**src/rtl/mem_arbiter_if.sv**
```systemverilog
// Bus bundle for mem_arbiter: fetch channel (i_*), load/store channel (d_*)
// and the shared downstream memory port (m_*).
interface mem_arbiter_if #(
   parameter int ADDR_W = 32,
   parameter int DATA_W = 32
);
   localparam int STRB_W = DATA_W / 8;

   logic [ADDR_W-1:0] i_addr;
   logic              i_req_valid;
   logic              i_req_ready;
   logic [DATA_W-1:0] i_rdata;
   logic              i_rvalid;
   logic              i_rready;

   logic [ADDR_W-1:0] d_addr;
   logic              d_mem_read;
   logic              d_mem_write;
   logic [DATA_W-1:0] d_wdata;
   logic [STRB_W-1:0] d_wstrb;
   logic              d_req_ready;
   logic [DATA_W-1:0] d_rdata;
   logic              d_rvalid;
   logic              d_rready;

   logic [ADDR_W-1:0] m_addr;
   logic              m_req_valid;
   logic              m_wen;
   logic [DATA_W-1:0] m_wdata;
   logic [STRB_W-1:0] m_wstrb;
   logic              m_req_ready;
   logic [DATA_W-1:0] m_rdata;
   logic              m_rvalid;
   logic              m_rready;

   // Arbiter side
   modport slave (
      input  i_addr, i_req_valid, i_rready,
      input  d_addr, d_mem_read, d_mem_write, d_wdata, d_wstrb, d_rready,
      input  m_req_ready, m_rdata, m_rvalid,
      output i_req_ready, i_rdata, i_rvalid,
      output d_req_ready, d_rdata, d_rvalid,
      output m_addr, m_req_valid, m_wen, m_wdata, m_wstrb, m_rready
   );

   // Core + memory side
   modport master (
      output i_addr, i_req_valid, i_rready,
      output d_addr, d_mem_read, d_mem_write, d_wdata, d_wstrb, d_rready,
      output m_req_ready, m_rdata, m_rvalid,
      input  i_req_ready, i_rdata, i_rvalid,
      input  d_req_ready, d_rdata, d_rvalid,
      input  m_addr, m_req_valid, m_wen, m_wdata, m_wstrb, m_rready
   );
endinterface

```
**src/rtl/mem_arbiter.sv**
```systemverilog
// Two-channel (fetch / load-store) arbiter onto one memory port, one transaction
// in flight. Optional performance counters under `MEM_ARB_PERF_CNT_EN.
module mem_arbiter #(
   parameter int ADDR_W     = 32,
   parameter int DATA_W     = 32,
   parameter int FIXED_PRIO = 0
) (
   input  logic        clk,
   input  logic        rst,
   mem_arbiter_if.slave bus,
   output logic [31:0] perf_i_grants,
   output logic [31:0] perf_d_grants,
   output logic [31:0] perf_conflict
);
   localparam int STRB_W = DATA_W / 8;

   typedef enum logic [1:0] {
      S_IDLE = 2'd0,
      S_REQ  = 2'd1,
      S_RESP = 2'd2
   } state_t;

   state_t r_state;
   state_t w_state_nxt;
   logic   r_own;
   logic   w_own_nxt;
   logic   r_last;
   logic   w_last_nxt;

   logic   w_i_req;
   logic   w_d_req;
   logic   w_grant_ch;

   logic [ADDR_W-1:0] w_m_addr;
   logic              w_m_req_valid;
   logic              w_m_wen;
   logic [DATA_W-1:0] w_m_wdata;
   logic [STRB_W-1:0] w_m_wstrb;
   logic              w_m_rready;
   logic              w_i_req_ready;
   logic [DATA_W-1:0] w_i_rdata;
   logic              w_i_rvalid;
   logic              w_d_req_ready;
   logic [DATA_W-1:0] w_d_rdata;
   logic              w_d_rvalid;

   assign w_i_req = bus.i_req_valid;
   assign w_d_req = bus.d_mem_read | bus.d_mem_write;

   // Channel 1 = data. On a conflict round-robin picks whoever did not win last.
   always_comb begin
      w_grant_ch = w_d_req;
      if (w_i_req && w_d_req) begin
         w_grant_ch = (FIXED_PRIO != 0) ? 1'b1 : ~r_last;
      end
   end

   always_ff @(posedge clk) begin
      if (rst) begin
         r_state <= S_IDLE;
         r_own   <= 1'b0;
         r_last  <= 1'b1;
      end else begin
         r_state <= w_state_nxt;
         r_own   <= w_own_nxt;
         r_last  <= w_last_nxt;
      end
   end

   always_comb begin
      w_state_nxt   = r_state;
      w_own_nxt     = r_own;
      w_last_nxt    = r_last;
      w_m_addr      = '0;
      w_m_req_valid = 1'b0;
      w_m_wen       = 1'b0;
      w_m_wdata     = '0;
      w_m_wstrb     = '0;
      w_m_rready    = 1'b0;
      w_i_req_ready = 1'b0;
      w_i_rdata     = '0;
      w_i_rvalid    = 1'b0;
      w_d_req_ready = 1'b0;
      w_d_rdata     = '0;
      w_d_rvalid    = 1'b0;

      case (r_state)
         S_IDLE: begin
            if (w_i_req || w_d_req) begin
               w_own_nxt   = w_grant_ch;
               w_last_nxt  = w_grant_ch;
               w_state_nxt = S_REQ;
            end
         end
         S_REQ: begin
            w_m_req_valid = 1'b1;
            if (r_own) begin
               w_m_addr      = bus.d_addr;
               w_m_wen       = bus.d_mem_write;
               w_m_wdata     = bus.d_wdata;
               w_m_wstrb     = bus.d_wstrb;
               w_d_req_ready = bus.m_req_ready;
            end else begin
               w_m_addr      = bus.i_addr;
               w_i_req_ready = bus.m_req_ready;
            end
            if (bus.m_req_ready) begin
               w_state_nxt = (r_own && bus.d_mem_write) ? S_IDLE : S_RESP;
            end
         end
         S_RESP: begin
            if (r_own) begin
               w_d_rvalid = bus.m_rvalid;
               w_d_rdata  = bus.m_rdata;
               w_m_rready = bus.d_rready;
            end else begin
               w_i_rvalid = bus.m_rvalid;
               w_i_rdata  = bus.m_rdata;
               w_m_rready = bus.i_rready;
            end
            if (bus.m_rvalid && w_m_rready) begin
               w_state_nxt = S_IDLE;
            end
         end
         default: begin
            w_state_nxt = S_IDLE;
         end
      endcase
   end

   assign bus.m_addr      = w_m_addr;
   assign bus.m_req_valid = w_m_req_valid;
   assign bus.m_wen       = w_m_wen;
   assign bus.m_wdata     = w_m_wdata;
   assign bus.m_wstrb     = w_m_wstrb;
   assign bus.m_rready    = w_m_rready;
   assign bus.i_req_ready = w_i_req_ready;
   assign bus.i_rdata     = w_i_rdata;
   assign bus.i_rvalid    = w_i_rvalid;
   assign bus.d_req_ready = w_d_req_ready;
   assign bus.d_rdata     = w_d_rdata;
   assign bus.d_rvalid    = w_d_rvalid;

`ifdef MEM_ARB_PERF_CNT_EN
   logic [31:0] r_perf_i;
   logic [31:0] r_perf_d;
   logic [31:0] r_perf_c;

   // With one transaction in flight, both requesting always leaves one waiting.
   always_ff @(posedge clk) begin
      if (rst) begin
         r_perf_i <= '0;
         r_perf_d <= '0;
         r_perf_c <= '0;
      end else begin
         if (r_state == S_IDLE && (w_i_req || w_d_req)) begin
            if (w_grant_ch) r_perf_d <= r_perf_d + 32'd1;
            else            r_perf_i <= r_perf_i + 32'd1;
         end
         if (w_i_req && w_d_req) begin
            r_perf_c <= r_perf_c + 32'd1;
         end
      end
   end

   assign perf_i_grants = r_perf_i;
   assign perf_d_grants = r_perf_d;
   assign perf_conflict = r_perf_c;
`else
   assign perf_i_grants = '0;
   assign perf_d_grants = '0;
   assign perf_conflict = '0;
`endif
endmodule

```
**src/flat_wrapper.sv**
```systemverilog
// flat-port wrapper written by rule: the top's interface ports become plain ports
module mem_arbiter_flat 
#(
   parameter int ADDR_W     = 32,
   parameter int DATA_W     = 32,
   parameter int FIXED_PRIO = 0
)
  (clk, rst, perf_i_grants, perf_d_grants, perf_conflict, bus_i_addr, bus_i_req_valid, bus_i_rready, bus_d_addr, bus_d_mem_read, bus_d_mem_write, bus_d_wdata, bus_d_wstrb, bus_d_rready, bus_m_req_ready, bus_m_rdata, bus_m_rvalid, bus_i_req_ready, bus_i_rdata, bus_i_rvalid, bus_d_req_ready, bus_d_rdata, bus_d_rvalid, bus_m_addr, bus_m_req_valid, bus_m_wen, bus_m_wdata, bus_m_wstrb, bus_m_rready);
  mem_arbiter_if #(.ADDR_W(ADDR_W), .DATA_W(DATA_W)) bus_i ();
  input  logic clk;
  input  logic rst;
  output logic [31:0] perf_i_grants;
  output logic [31:0] perf_d_grants;
  output logic [31:0] perf_conflict;
  input wire logic [$bits(bus_i.i_addr)-1:0] bus_i_addr;
  input wire logic [$bits(bus_i.i_req_valid)-1:0] bus_i_req_valid;
  input wire logic [$bits(bus_i.i_rready)-1:0] bus_i_rready;
  input wire logic [$bits(bus_i.d_addr)-1:0] bus_d_addr;
  input wire logic [$bits(bus_i.d_mem_read)-1:0] bus_d_mem_read;
  input wire logic [$bits(bus_i.d_mem_write)-1:0] bus_d_mem_write;
  input wire logic [$bits(bus_i.d_wdata)-1:0] bus_d_wdata;
  input wire logic [$bits(bus_i.d_wstrb)-1:0] bus_d_wstrb;
  input wire logic [$bits(bus_i.d_rready)-1:0] bus_d_rready;
  input wire logic [$bits(bus_i.m_req_ready)-1:0] bus_m_req_ready;
  input wire logic [$bits(bus_i.m_rdata)-1:0] bus_m_rdata;
  input wire logic [$bits(bus_i.m_rvalid)-1:0] bus_m_rvalid;
  output wire logic [$bits(bus_i.i_req_ready)-1:0] bus_i_req_ready;
  output wire logic [$bits(bus_i.i_rdata)-1:0] bus_i_rdata;
  output wire logic [$bits(bus_i.i_rvalid)-1:0] bus_i_rvalid;
  output wire logic [$bits(bus_i.d_req_ready)-1:0] bus_d_req_ready;
  output wire logic [$bits(bus_i.d_rdata)-1:0] bus_d_rdata;
  output wire logic [$bits(bus_i.d_rvalid)-1:0] bus_d_rvalid;
  output wire logic [$bits(bus_i.m_addr)-1:0] bus_m_addr;
  output wire logic [$bits(bus_i.m_req_valid)-1:0] bus_m_req_valid;
  output wire logic [$bits(bus_i.m_wen)-1:0] bus_m_wen;
  output wire logic [$bits(bus_i.m_wdata)-1:0] bus_m_wdata;
  output wire logic [$bits(bus_i.m_wstrb)-1:0] bus_m_wstrb;
  output wire logic [$bits(bus_i.m_rready)-1:0] bus_m_rready;
  assign bus_i.i_addr = bus_i_addr;
  assign bus_i.i_req_valid = bus_i_req_valid;
  assign bus_i.i_rready = bus_i_rready;
  assign bus_i.d_addr = bus_d_addr;
  assign bus_i.d_mem_read = bus_d_mem_read;
  assign bus_i.d_mem_write = bus_d_mem_write;
  assign bus_i.d_wdata = bus_d_wdata;
  assign bus_i.d_wstrb = bus_d_wstrb;
  assign bus_i.d_rready = bus_d_rready;
  assign bus_i.m_req_ready = bus_m_req_ready;
  assign bus_i.m_rdata = bus_m_rdata;
  assign bus_i.m_rvalid = bus_m_rvalid;
  assign bus_i_req_ready = bus_i.i_req_ready;
  assign bus_i_rdata = bus_i.i_rdata;
  assign bus_i_rvalid = bus_i.i_rvalid;
  assign bus_d_req_ready = bus_i.d_req_ready;
  assign bus_d_rdata = bus_i.d_rdata;
  assign bus_d_rvalid = bus_i.d_rvalid;
  assign bus_m_addr = bus_i.m_addr;
  assign bus_m_req_valid = bus_i.m_req_valid;
  assign bus_m_wen = bus_i.m_wen;
  assign bus_m_wdata = bus_i.m_wdata;
  assign bus_m_wstrb = bus_i.m_wstrb;
  assign bus_m_rready = bus_i.m_rready;
  mem_arbiter #(.ADDR_W(ADDR_W), .DATA_W(DATA_W), .FIXED_PRIO(FIXED_PRIO)) u_core (.clk(clk), .rst(rst), .bus(bus_i), .perf_i_grants(perf_i_grants), .perf_d_grants(perf_d_grants), .perf_conflict(perf_conflict));
endmodule
```
**config.mk**
```make
export PLATFORM = sky130hd
export DESIGN_NAME = mem_arbiter_flat
export DESIGN_NICKNAME = d
export VERILOG_FILES = /design/src/rtl/mem_arbiter_if.sv /design/src/rtl/mem_arbiter.sv /design/src/flat_wrapper.sv
export SDC_FILE = /design/constraint.sdc
export NUM_CORES = 1
export LEC_CHECK = 0
export BUFFER_PORTS_ARGS = -buffer_cell sky130_fd_sc_hd__buf_4
export CAP_MARGIN = 20
export CORE_AREA = 2 2 144 146
export CTS_CLUSTER_DIAMETER = 30
export DETAILED_ROUTE_END_ITERATION = 7
export DIE_AREA = 0 0 146 148
export HOLD_SLACK_MARGIN = 0.05
export PLACE_DENSITY_LB_ADDON = 0.08
export SLEW_MARGIN = 20
export SYNTH_ARGS = -nofsm -noshare
export SYNTH_HDL_FRONTEND = slang
export SYNTH_SLANG_ARGS = --single-unit
```
**constraint.sdc**
```tcl
create_clock -name clk -period 1.86 [get_ports clk]
set_input_delay 0.186 -clock clk [delete_from_list [all_inputs] [get_ports clk]]
set_output_delay 0.186 -clock clk [all_outputs]
set_load 0.02 [all_outputs]
```
==> results.py, run 1 <==
metrics = {
    "run_status": {
        "outcome": "complete, no violations",
    },
    "sta": {
        "final_max_slew_viol_count": 0,
        "fin_crit_sh_pct": 91.8,
        "rsz0062_at_grt": "false",
        "final_hold_viol_count": 0,
        "setup_viol": 0,
        "skew_ps": 0.898,
        "setup_tns_ps": 0,
        "period_minus_slack_ps": 1710,
        "clock.fmax_ghz": 0.585,
        "fin_hold_ws_ps": 149,
    },
    "setup_path": {
        "crit_required_ps": 1670,
        "r2r_slack_ps": 360,
        "crit_top_cell": "buf_4",
        "worstReg2RegEnd": "u_core.r_state[1]$_SDFFE_PP0P_",
        "cp_slowest_stage_delay_ps": 420,
        "start_kind": "flip-flop",
        "cp_cell_sequence": "nand2b_1 -> buf_4 -> nor3b_1 -> buf_4",
        "critPathBufInv": 2,
        "cp-end-kind": "output pin",
        "slowest_stage": "dfxtp_1",
        "critPathMaxFanout": 34,
        "crit-reg2reg-launch": "u_core.r_state[1]$_SDFFE_PP0P_",
        "path_delay_family": "buffers and inverters",
        "cp.arrival_ps": 1520,
        "rr_worst_depth": 4,
        "path_class": "flip-flop to output pin",
    },
    "global_routing": {
        "track_usage_pct": 8.51,
        "grt_pass1_wl_um": 14800,
        "antenna_found_initial": 0,
        "grt_max_degree": 41,
        "grt_overflow_total": 0,
        "grt_pass1_vias": 2616,
    },
    "synth": {
        "synth_edf_count": 0,
        "ys.flop_type": "dfxtp_1",
        "synth_async_sr_flop_share_pct": 0,
        "synth_most_common_cell": "buf_4",
        "yosys.area.top_type_share_pct": 33.5,
        "synthTopCellsByCount": "buf_4, and3_1, nor2_1",
        "syn_avg_cell_area_um2": 6.77,
        "netlist_area_um2": 2170,
        "synth_seq_area_share_pct": 3.69,
        "synth.ff_latch_count": 4,
        "ys_warn_count": 0,
        "synthDistinctLibCells": 24,
        "netlist_instances": 321,
        "synth.largest_area_cell": "buf_4",
        "yosys-top-cells-area": "buf_4, and3_1, mux2i_1",
    },
    "placed_design": {
        "place_congestion": 0.760,
        "placed_cell_area_um2": 4210,
        "dp_hpwl_um": 8770,
        "port_buffers": 279,
    },
    "cells_and_area": {
        "nFillCells": 2323,
        "fin_area_um2": 4300,
        "synthToLayoutAreaGrowth_pct": 97.8,
        "fin_nets": 724,
        "finish.utilization_pct": 21.4,
        "diodes": 0,
        "layout-drive-gt1-share_pct": 50.3,
    },
    "drt": {
        "drc_errors": 0,
        "antenna_left": 0,
        "vias_per_cell": 3.33,
        "vias": 2841,
        "first_pass_iters": 7,
        "drt_iter0_drc": 64,
        "wl_per_cell_um": 12.3,
        "drt_wl_total_um": 10500,
    },
    "cts": {
        "cts_max_level": 1,
        "cts_tree": "built",
        "cts.sinks": 4,
        "root_buffer": "clkbuf_16",
        "clock_path_buffers": 2,
        "numCtsBuffers": 3,
        "clk_latency_ps": 230,
        "path_clk_slew_ps": 30,
    },
    "floorplanning": {
        "rows": 52,
        "die_w_um": 146,
        "core_um2": 20000,
        "start_util_pct": 10.8,
        "boundaryPins": 376,
        "die_h_um": 148,
        "die-area_um2": 21600,
    },
    "pwr": {
        "p_leak_nw": 2.58,
        "powerDensity_nw_per_um2": 411,
        "seqPwrFrac_pct": 7.0,
        "switching_share_pct": 47.5,
        "pwr-share-comb_pct": 73.3,
        "p_clk_share_pct": 19.7,
        "p_int_w": 0.000927,
        "ir_drop_v": 0.000212,
        "p_sw_w": 0.000840,
    },
    "run": {
        "cap_violations": 0,
    },
    "worst_hold_path": {
        "whs_path_depth": 2,
        "holdCritStartpoint": "rst",
        "holdPathEnd": "u_core.r_own$_SDFFE_PP0P_",
        "hold_class": "input port to flip-flop",
    },
}
[how the worst max path moves through the flow]
stage | cells past startpoint | to | slack [ps] | from
after floorplan | 6 | bus_m_wdata[25] | 320 | u_core.r_state[0]$_SDFFE_PP0P_
after global placement | 4 | bus_m_addr[26] | 310 | u_core.r_own$_SDFFE_PP0P_
after detailed placement | 4 | bus_m_wdata[28] | 320 | u_core.r_state[0]$_SDFFE_PP0P_
after CTS | 4 | bus_m_addr[26] | 70 | u_core.r_own$_SDFFE_PP0P_
after global routing | 4 | bus_m_addr[8] | 20 | u_core.r_state[1]$_SDFFE_PP0P_
final | 4 | bus_i_req_ready | 150 | u_core.r_state[1]$_SDFFE_PP0P_
[metrics by stage]
step | power [W] | instances | setup slack, ps
6_report | 0.00177 | 852 | 152
4_1_cts | 0.00178 | 852 | 70.6
5_1_grt | 0.00189 | 852 | 23.1
2_1_floorplan | 0.000998 | 416 | 318
3_3_place_gp | 0.00144 | 848 | 314
3_5_place_dp | 0.00143 | 848 | 315
[state kept, by name, indices dropped and copies added, names as in the netlist]
register and cells:
u_core.r_state 2, u_core.r_last 1, u_core.r_own 1
[power by group through the flow]
stage	Clock [W]	Sequential, W	Combinational (W)
3_3_place_gp	0	0.000125	0.00131
5_1_grt	0.000363	0.000129	0.00140
6_report	0.000348	0.000124	0.00130
3_5_place_dp	0	0.000125	0.00130
4_1_cts	0.000352	0.000124	0.00131
2_1_floorplan	0	0.000104	0.000894
[layer usage]
metal,track usage [%],wire length (um),up-vias
li1,-,-,1394
met1,8.99,3570,1248
met2,17.1,5820,197
met3,2.84,1120,2
met4,0.291,8,0
met5,0,0,-
[cells by family (layout without fill, tap and decap cells)]
logic type | count (synthesis) | in the layout | share of synthesized area, %
compound gates | 5 | 5 | 2.13
mux | 33 | 33 | 15.2
flops | 4 | 4 | 3.69
buf+inv | 124 | 290 | 38.8
simple gates | 154 | 154 | 40.0
other cells | 1 | 96 | 0.173
[cell usage in the layout (no fill, tap or decap), drive strengths merged]
cell,netlist,layout
buf,105,285
nor3,1,1
and2b,1,1
dfxtp,4,4
and2,33,33
clkbuf,18,4
mux2i,33,33
conb,1,96
a2111oi,2,2
nor2,37,37
nor3b,2,2
nand2,3,3
a21oi,1,1
nand3b,1,1
or3b,1,1
a211o,1,1
and3,71,71
nand2b,2,2
a221oi,1,1
inv,1,1
nor4,2,2
[cell type report]
cell class	instances	area, um^2	share of cell area, %
multi-input combinational	288	1610	37.4
inverter	1	6.26	0.146
timing repair buffer	285	2180	50.8
clock buffer	4	78.8	1.84
sequential	4	85.1	1.98
tap	270	338	7.86
[repair_timing]
item,in CTS,in global routing
buffers inserted,0,0
hold buffers,0,0
endpoints found under the hold margin,0,0
endpoints found under the setup margin,0,39
resized for setup,0,4
Note: power is estimated with default switching activity, not from simulation.
==> run 2, diff against run 1 <==
--- a/config.mk
+++ b/config.mk
@@ -5,7 +5,7 @@
 export SDC_FILE = /design/constraint.sdc
 export NUM_CORES = 1
 export LEC_CHECK = 0
-export BUFFER_PORTS_ARGS = -buffer_cell sky130_fd_sc_hd__buf_4
+export BUFFER_PORTS_ARGS = -buffer_cell sky130_fd_sc_hd__buf_2
 export CAP_MARGIN = 20
 export CORE_AREA = 2 2 144 146
 export CTS_CLUSTER_DIAMETER = 30
==> run 2 against run 1 <==
Cell area shrank 16%. Power is 10% lower. Combinational power is 15% lower. Count of clock-buffer cells in the layout stayed put. Hold slack improved by 31 ps. Cell count is 0.12% higher. Non-clock buffer count grew 1. Register-to-register slack worse by 20 ps. Die area unchanged. Utilization is 3.5 points lower.
==> results.py, run 2 (same netlist as run 1, synthesis figures left out) <==
metrics = {
    "cells_and_area": {
        "largest_reg_flops": 2,
        "top_register": "u_core.r_state",
        "multi_input_area_um2": 1610,
        "mostFrequentLayoutCells": "buf_2, conb_1, and3_1, nor2_1",
        "ff_latch_area_um2": 83.8,
        "synthToLayoutAreaGrowth_pct": 65.7,
        "nFillCells": 2364,
        "layout_commonest_cell": "buf_2",
        "layout-drive-gt1-share_pct": 50.3,
        "fin_nets": 725,
        "finish.utilization_pct": 18.0,
        "fin_area_um2": 3600,
        "diodes": 0,
        "top_regs": "u_core.r_state: 2 flops, u_core.r_last: 1 flops, u_core.r_own: 1 flops",
    },
    "run": {
        "cap_violations": 0,
    },
    "floorplanning": {
        "rows": 52,
        "core_um2": 20000,
        "die_h_um": 148,
        "die-area_um2": 21600,
        "start_util_pct": 10.8,
        "boundaryPins": 376,
        "die_w_um": 146,
    },
    "cts": {
        "cts_tree": "built",
        "clock_path_buffers": 2,
        "cts_resized": 0,
        "clk_latency_ps": 220,
        "numCtsBuffers": 3,
        "post_cts_buffers": 0,
        "root_buffer": "clkbuf_16",
        "cts.sinks": 4,
        "hold_buffers": 0,
        "path_clk_slew_ps": 30,
        "cts_max_level": 1,
    },
    "drt": {
        "drt_wl_total_um": 9730,
        "antenna_left": 0,
        "vias": 2822,
        "wl_per_cell_um": 11.4,
        "drc_errors": 0,
        "drt_iter0_drc": 59,
        "vias_per_cell": 3.31,
        "first_pass_iters": 4,
    },
    "pwr": {
        "powerDensity_nw_per_um2": 440,
        "ir_drop_v": 0.000258,
        "fin_total_pwr_w": 0.00158,
        "p_leak_nw": 2.46,
    },
    "setup_path": {
        "cp_cell_sequence": "buf_12 -> mux2i_1 -> nor2_1 -> buf_2",
        "endpoint": "bus_m_addr[10]",
        "path_class": "flip-flop to output pin",
        "critPathMaxFanout": 23,
        "slowest_stage": "dfxtp_4",
        "rr_worst_depth": 4,
        "worstReg2RegEnd": "u_core.r_state[1]$_SDFFE_PP0P_",
        "crit_required_ps": 1670,
        "cp_slowest_stage_delay_ps": 570,
        "r2r_slack_ps": 340,
        "cp.arrival_ps": 1540,
        "start_kind": "flip-flop",
        "critPathLaunch": "u_core.r_own$_SDFFE_PP0P_",
        "crit-reg2reg-launch": "u_core.r_state[1]$_SDFFE_PP0P_",
        "cp-end-kind": "output pin",
    },
    "sta": {
        "setup_viol": 0,
        "setup_tns_ps": 0,
        "fin_ws_ps": 137,
        "clock.fmax_ghz": 0.580,
        "final_hold_viol_count": 0,
        "period_minus_slack_ps": 1720,
        "skew_ps": 1.19,
        "final_max_slew_viol_count": 0,
        "fin_crit_sh_pct": 92.6,
        "rsz0062_at_grt": "false",
    },
    "global_routing": {
        "antenna_found_initial": 1,
        "grt_pass1_wl_um": 13800,
        "grt_pass1_vias": 2625,
        "grt_max_degree": 41,
        "grt_overflow_total": 0,
        "track_usage_pct": 7.91,
    },
    "placed_design": {
        "placed_cell_area_um2": 3520,
        "port_buffers": 279,
        "dp_hpwl_um": 8100,
        "pre_cts_ws_ps": 287,
        "place_congestion": 0.796,
    },
    "run_status": {
        "outcome": "complete, no violations",
    },
    "worst_hold_path": {
        "hold_class": "input port to flip-flop",
    },
}
[run 2: cell count changes in the layout (fill, tap and decap cells not counted), sizes merged]
| cell | change |
|---|---|
| buf | +1 |
[run 2: stage by stage]
| stage | cells | hold slack (ps) |
|---|---|---|
| 3_3_place_gp | 849 | 425 |
| 2_1_floorplan | 416 | 255 |
| 3_5_place_dp | 849 | 409 |
| 4_1_cts | 853 | 179 |
| 6_report | 853 | 180 |
| 5_1_grt | 853 | 191 |
[run 2: worst min-delay path by stage]
stage / startpoint / end / slack, ps / cells after the start
finish: rst / u_core.r_own$_SDFFE_PP0P_ / 180 / 2
global route: rst / u_core.r_own$_SDFFE_PP0P_ / 190 / 2
CTS: rst / u_core.r_own$_SDFFE_PP0P_ / 180 / 2
detailed placement: rst / u_core.r_own$_SDFFE_PP0P_ / 410 / 2
global placement: rst / u_core.r_state[1]$_SDFFE_PP0P_ / 420 / 2
floorplan: rst / u_core.r_state[1]$_SDFFE_PP0P_ / 250 / 1
[run 2: layout make-up]
class / count / share of cell area [%]
multi-input cells: 288 / 44.6
repair buffers: 286 / 41.3
well taps: 270 / 9.38
flip-flops and latches: 4 / 2.33
clock buffers: 4 / 2.19
inverters: 1 / 0.174
[run 2: worst max-delay path, delay by kind of cell (launching register included)]
kind,cells,cell delay (ps)
multiplexers,1,250
buffers and inverters,2,420
flip-flops,1,570
AND/OR/NAND/NOR,1,60
[run 2: where the power goes]
group	total [W]	switching [W]	internal [W]
Sequential	0.000139	0.0000402	0.0000985
Clock	0.000344	0.0000608	0.000283
Combinational	0.00110	0.000720	0.000381
Total	0.00158	0.000821	0.000762
[run 2: metal layers]
layer / routed length [um] / global-route usage, % / up-vias
li1: - / - / 1396
met1: 3380 / 8.04 / 1231
met2: 5300 / 16.2 / 193
met3: 1040 / 2.69 / 2
met4: 19 / 0.437 / 0
met5: 0 / 0 / -
==> run 3, diff against run 2 <==
--- a/config.mk
+++ b/config.mk
@@ -7,10 +7,10 @@
 export LEC_CHECK = 0
 export BUFFER_PORTS_ARGS = -buffer_cell sky130_fd_sc_hd__buf_2
 export CAP_MARGIN = 20
-export CORE_AREA = 2 2 144 146
+export CORE_AREA = 2 2 145 147
 export CTS_CLUSTER_DIAMETER = 30
 export DETAILED_ROUTE_END_ITERATION = 7
-export DIE_AREA = 0 0 146 148
+export DIE_AREA = 0 0 147 149
 export HOLD_SLACK_MARGIN = 0.05
 export PLACE_DENSITY_LB_ADDON = 0.08
 export SLEW_MARGIN = 20
==> constraint.sdc (replaced) <==
create_clock -name clk -period 1.7 [get_ports clk]
set_input_delay 0.17 -clock clk [delete_from_list [all_inputs] [get_ports clk]]
set_output_delay 0.17 -clock clk [all_outputs]
set_load 0.02 [all_outputs]
==> run 3 against run 2 <==
Worst setup slack worse by 64 ps. Cell count up 1.9%. Sequential cell count unchanged. Routed wire length up 11%. Combinational power up 24%. Count of clock-buffer cells in the layout unchanged. First-iteration DRC count up 41%. Die area up 1.4%. Hold slack worse by 17 ps. Non-clock buffer count up 11. Power up 19%. Critical endpoint is now bus_i_rdata[6].
==> results.py, run 3 (same netlist as run 1, synthesis figures left out) <==
metrics = {
    "cts": {
        "numCtsBuffers": 3,
        "clk_latency_ps": 230,
        "clock_path_buffers": 2,
        "cts_tree": "built",
        "root_buffer": "clkbuf_16",
        "path_clk_slew_ps": 30,
        "cts.sinks": 4,
        "cts_max_level": 1,
    },
    "setup_path": {
        "critPathMaxFanout": 8,
        "rr_worst_depth": 5,
        "path_delay_family": "buffers and inverters",
        "cp.arrival_ps": 1460,
        "r2r_slack_ps": 320,
        "crit-reg2reg-launch": "u_core.r_state[1]$_SDFFE_PP0P_",
        "cp_cell_sequence": "buf_6 -> nand2b_4 -> nor2_4 -> clkbuf_16 -> and2_1 -> buf_4",
        "worstReg2RegEnd": "u_core.r_state[1]$_SDFFE_PP0P_",
        "start_kind": "flip-flop",
        "cp-end-kind": "output pin",
        "critPathBufInv": 3,
        "path_class": "flip-flop to output pin",
        "cp_slowest_stage_delay_ps": 330,
        "crit_required_ps": 1530,
        "slowest_stage": "dfxtp_2",
    },
    "floorplanning": {
        "die_w_um": 147,
        "rows": 53,
        "die_h_um": 149,
        "die-area_um2": 21900,
        "boundaryPins": 376,
        "start_util_pct": 10.6,
        "core_um2": 20600,
    },
    "drt": {
        "wl_per_cell_um": 12.4,
        "drt_wl_total_um": 10800,
        "first_pass_iters": 4,
        "vias": 2911,
        "drt_iter0_drc": 83,
        "antenna_left": 0,
        "vias_per_cell": 3.35,
        "drc_errors": 0,
    },
    "cells_and_area": {
        "fin_nets": 736,
        "top_register": "u_core.r_state",
        "mostFrequentLayoutCells": "buf_2, conb_1, and3_1, nor2_1",
        "diodes": 0,
        "layout-drive-gt1-share_pct": 51.9,
        "top_regs": "u_core.r_state: 2 flops, u_core.r_last: 1 flops, u_core.r_own: 1 flops",
        "fin_cells": 869,
        "largest_reg_flops": 2,
        "layout_commonest_cell": "buf_2",
        "synthToLayoutAreaGrowth_pct": 76.0,
    },
    "global_routing": {
        "grt_overflow_total": 0,
        "grt_max_degree": 46,
        "track_usage_pct": 8.06,
        "grt_pass1_wl_um": 13800,
        "antenna_found_initial": 0,
        "grt_pass1_vias": 2402,
    },
    "worst_hold_path": {
        "holdCritStartpoint": "rst",
        "holdPathEnd": "u_core.r_state[1]$_SDFFE_PP0P_",
        "whs_path_depth": 2,
        "hold_class": "input port to flip-flop",
    },
    "sta": {
        "final_hold_viol_count": 0,
        "clock.fmax_ghz": 0.614,
        "setup_viol": 0,
        "fin_crit_sh_pct": 95.7,
        "skew_ps": 3.92,
        "final_max_slew_viol_count": 0,
        "period_minus_slack_ps": 1630,
    },
    "run": {
        "cap_violations": 0,
    },
    "placed_design": {
        "dp_cells": 858,
        "port_buffers": 279,
        "place_congestion": 0.747,
        "dp_hpwl_um": 8710,
    },
    "pwr": {
        "p_leak_nw": 2.56,
        "p_clk_share_pct": 20.6,
        "p_int_w": 0.000933,
        "seqPwrFrac_pct": 6.9,
        "pwr-share-comb_pct": 72.5,
        "switching_share_pct": 50.4,
        "ir_drop_v": 0.000259,
        "p_sw_w": 0.000947,
        "powerDensity_nw_per_um2": 492,
        "fin_total_pwr_w": 0.00188,
    },
    "run_status": {
        "outcome": "complete, no violations",
    },
}
-- run 3: cell types whose count changed in the layout (fill, tap and decap cells not counted), sizes merged --
cell,delta
buf,+8
clkbuf,+3
-- run 3: worst max path at each step --
stage	cells past startpoint	start	endpoint	slack, ps
global route	6	u_core.r_state[1]$_SDFFE_PP0P_	bus_i_rdata[14]	-2
detailed placement	5	u_core.r_state[0]$_SDFFE_PP0P_	bus_m_addr[15]	230
finish	6	u_core.r_state[1]$_SDFFE_PP0P_	bus_i_rdata[6]	70
CTS	4	u_core.r_own$_SDFFE_PP0P_	bus_m_addr[18]	10
floorplan	6	u_core.r_state[0]$_SDFFE_PP0P_	bus_m_wdata[25]	170
global placement	4	u_core.r_own$_SDFFE_PP0P_	bus_m_addr[4]	240
-- run 3: what timing repair did --
action,4_1_cts,5_1_grt
resized for setup,1,15
setup endpoints to repair,3,29
hold buffers,0,0
endpoints found under the hold margin,0,0
setup buffers,0,3
cloned,0,4
pin swaps,0,1
-- run 3: area by class of cell --
class / instances / area, um^2
clock buffer: 4 / 78.8
fill: 2382 / 16700
inverter: 1 / 3.75
multi-input combinational: 288 / 1620
sequential: 4 / 86.3
tap: 275 / 344
timing repair buffer: 297 / 1690
-- run 3: metal layers --
metal | vias up | GRT usage [%] | share of wire [%]
met2 | 187 | 17.1 | 58
li1 | 1422 | - | -
met5 | - | 0 | 0
met4 | 0 | 2.07 | 1.0
met3 | 7 | 0.887 | 7.6
met1 | 1295 | 8.21 | 34
-- run 3: per-stage QoR --
| step | util, % | worst slack (ps) | TNS, ps | instance area (um^2) | hold WS [ps] |
|---|---|---|---|---|---|
| after floorplan | - | 174 | 0 | 2530 | 239 |
| after global placement | 17.4 | 235 | 0 | 3570 | 415 |
| after detailed placement | 17.4 | 234 | 0 | 3570 | 400 |
| after CTS | 17.8 | 11.1 | 0 | 3650 | 159 |
| after global routing | 18.6 | -2.45 | -3.19 | 3820 | 166 |
| final | 18.6 | 72.5 | 0 | 3820 | 163 |
-- run 3: power by group through the flow --
stage                     combinational [W]  clock [W]  sequential, W
after detailed placement            0.00127          0       0.000137
after global routing                0.00148   0.000407       0.000132
after floorplan                    0.000978          0       0.000114
after global placement              0.00128          0       0.000137
after CTS                           0.00128   0.000396       0.000135
final                               0.00136   0.000387       0.000129
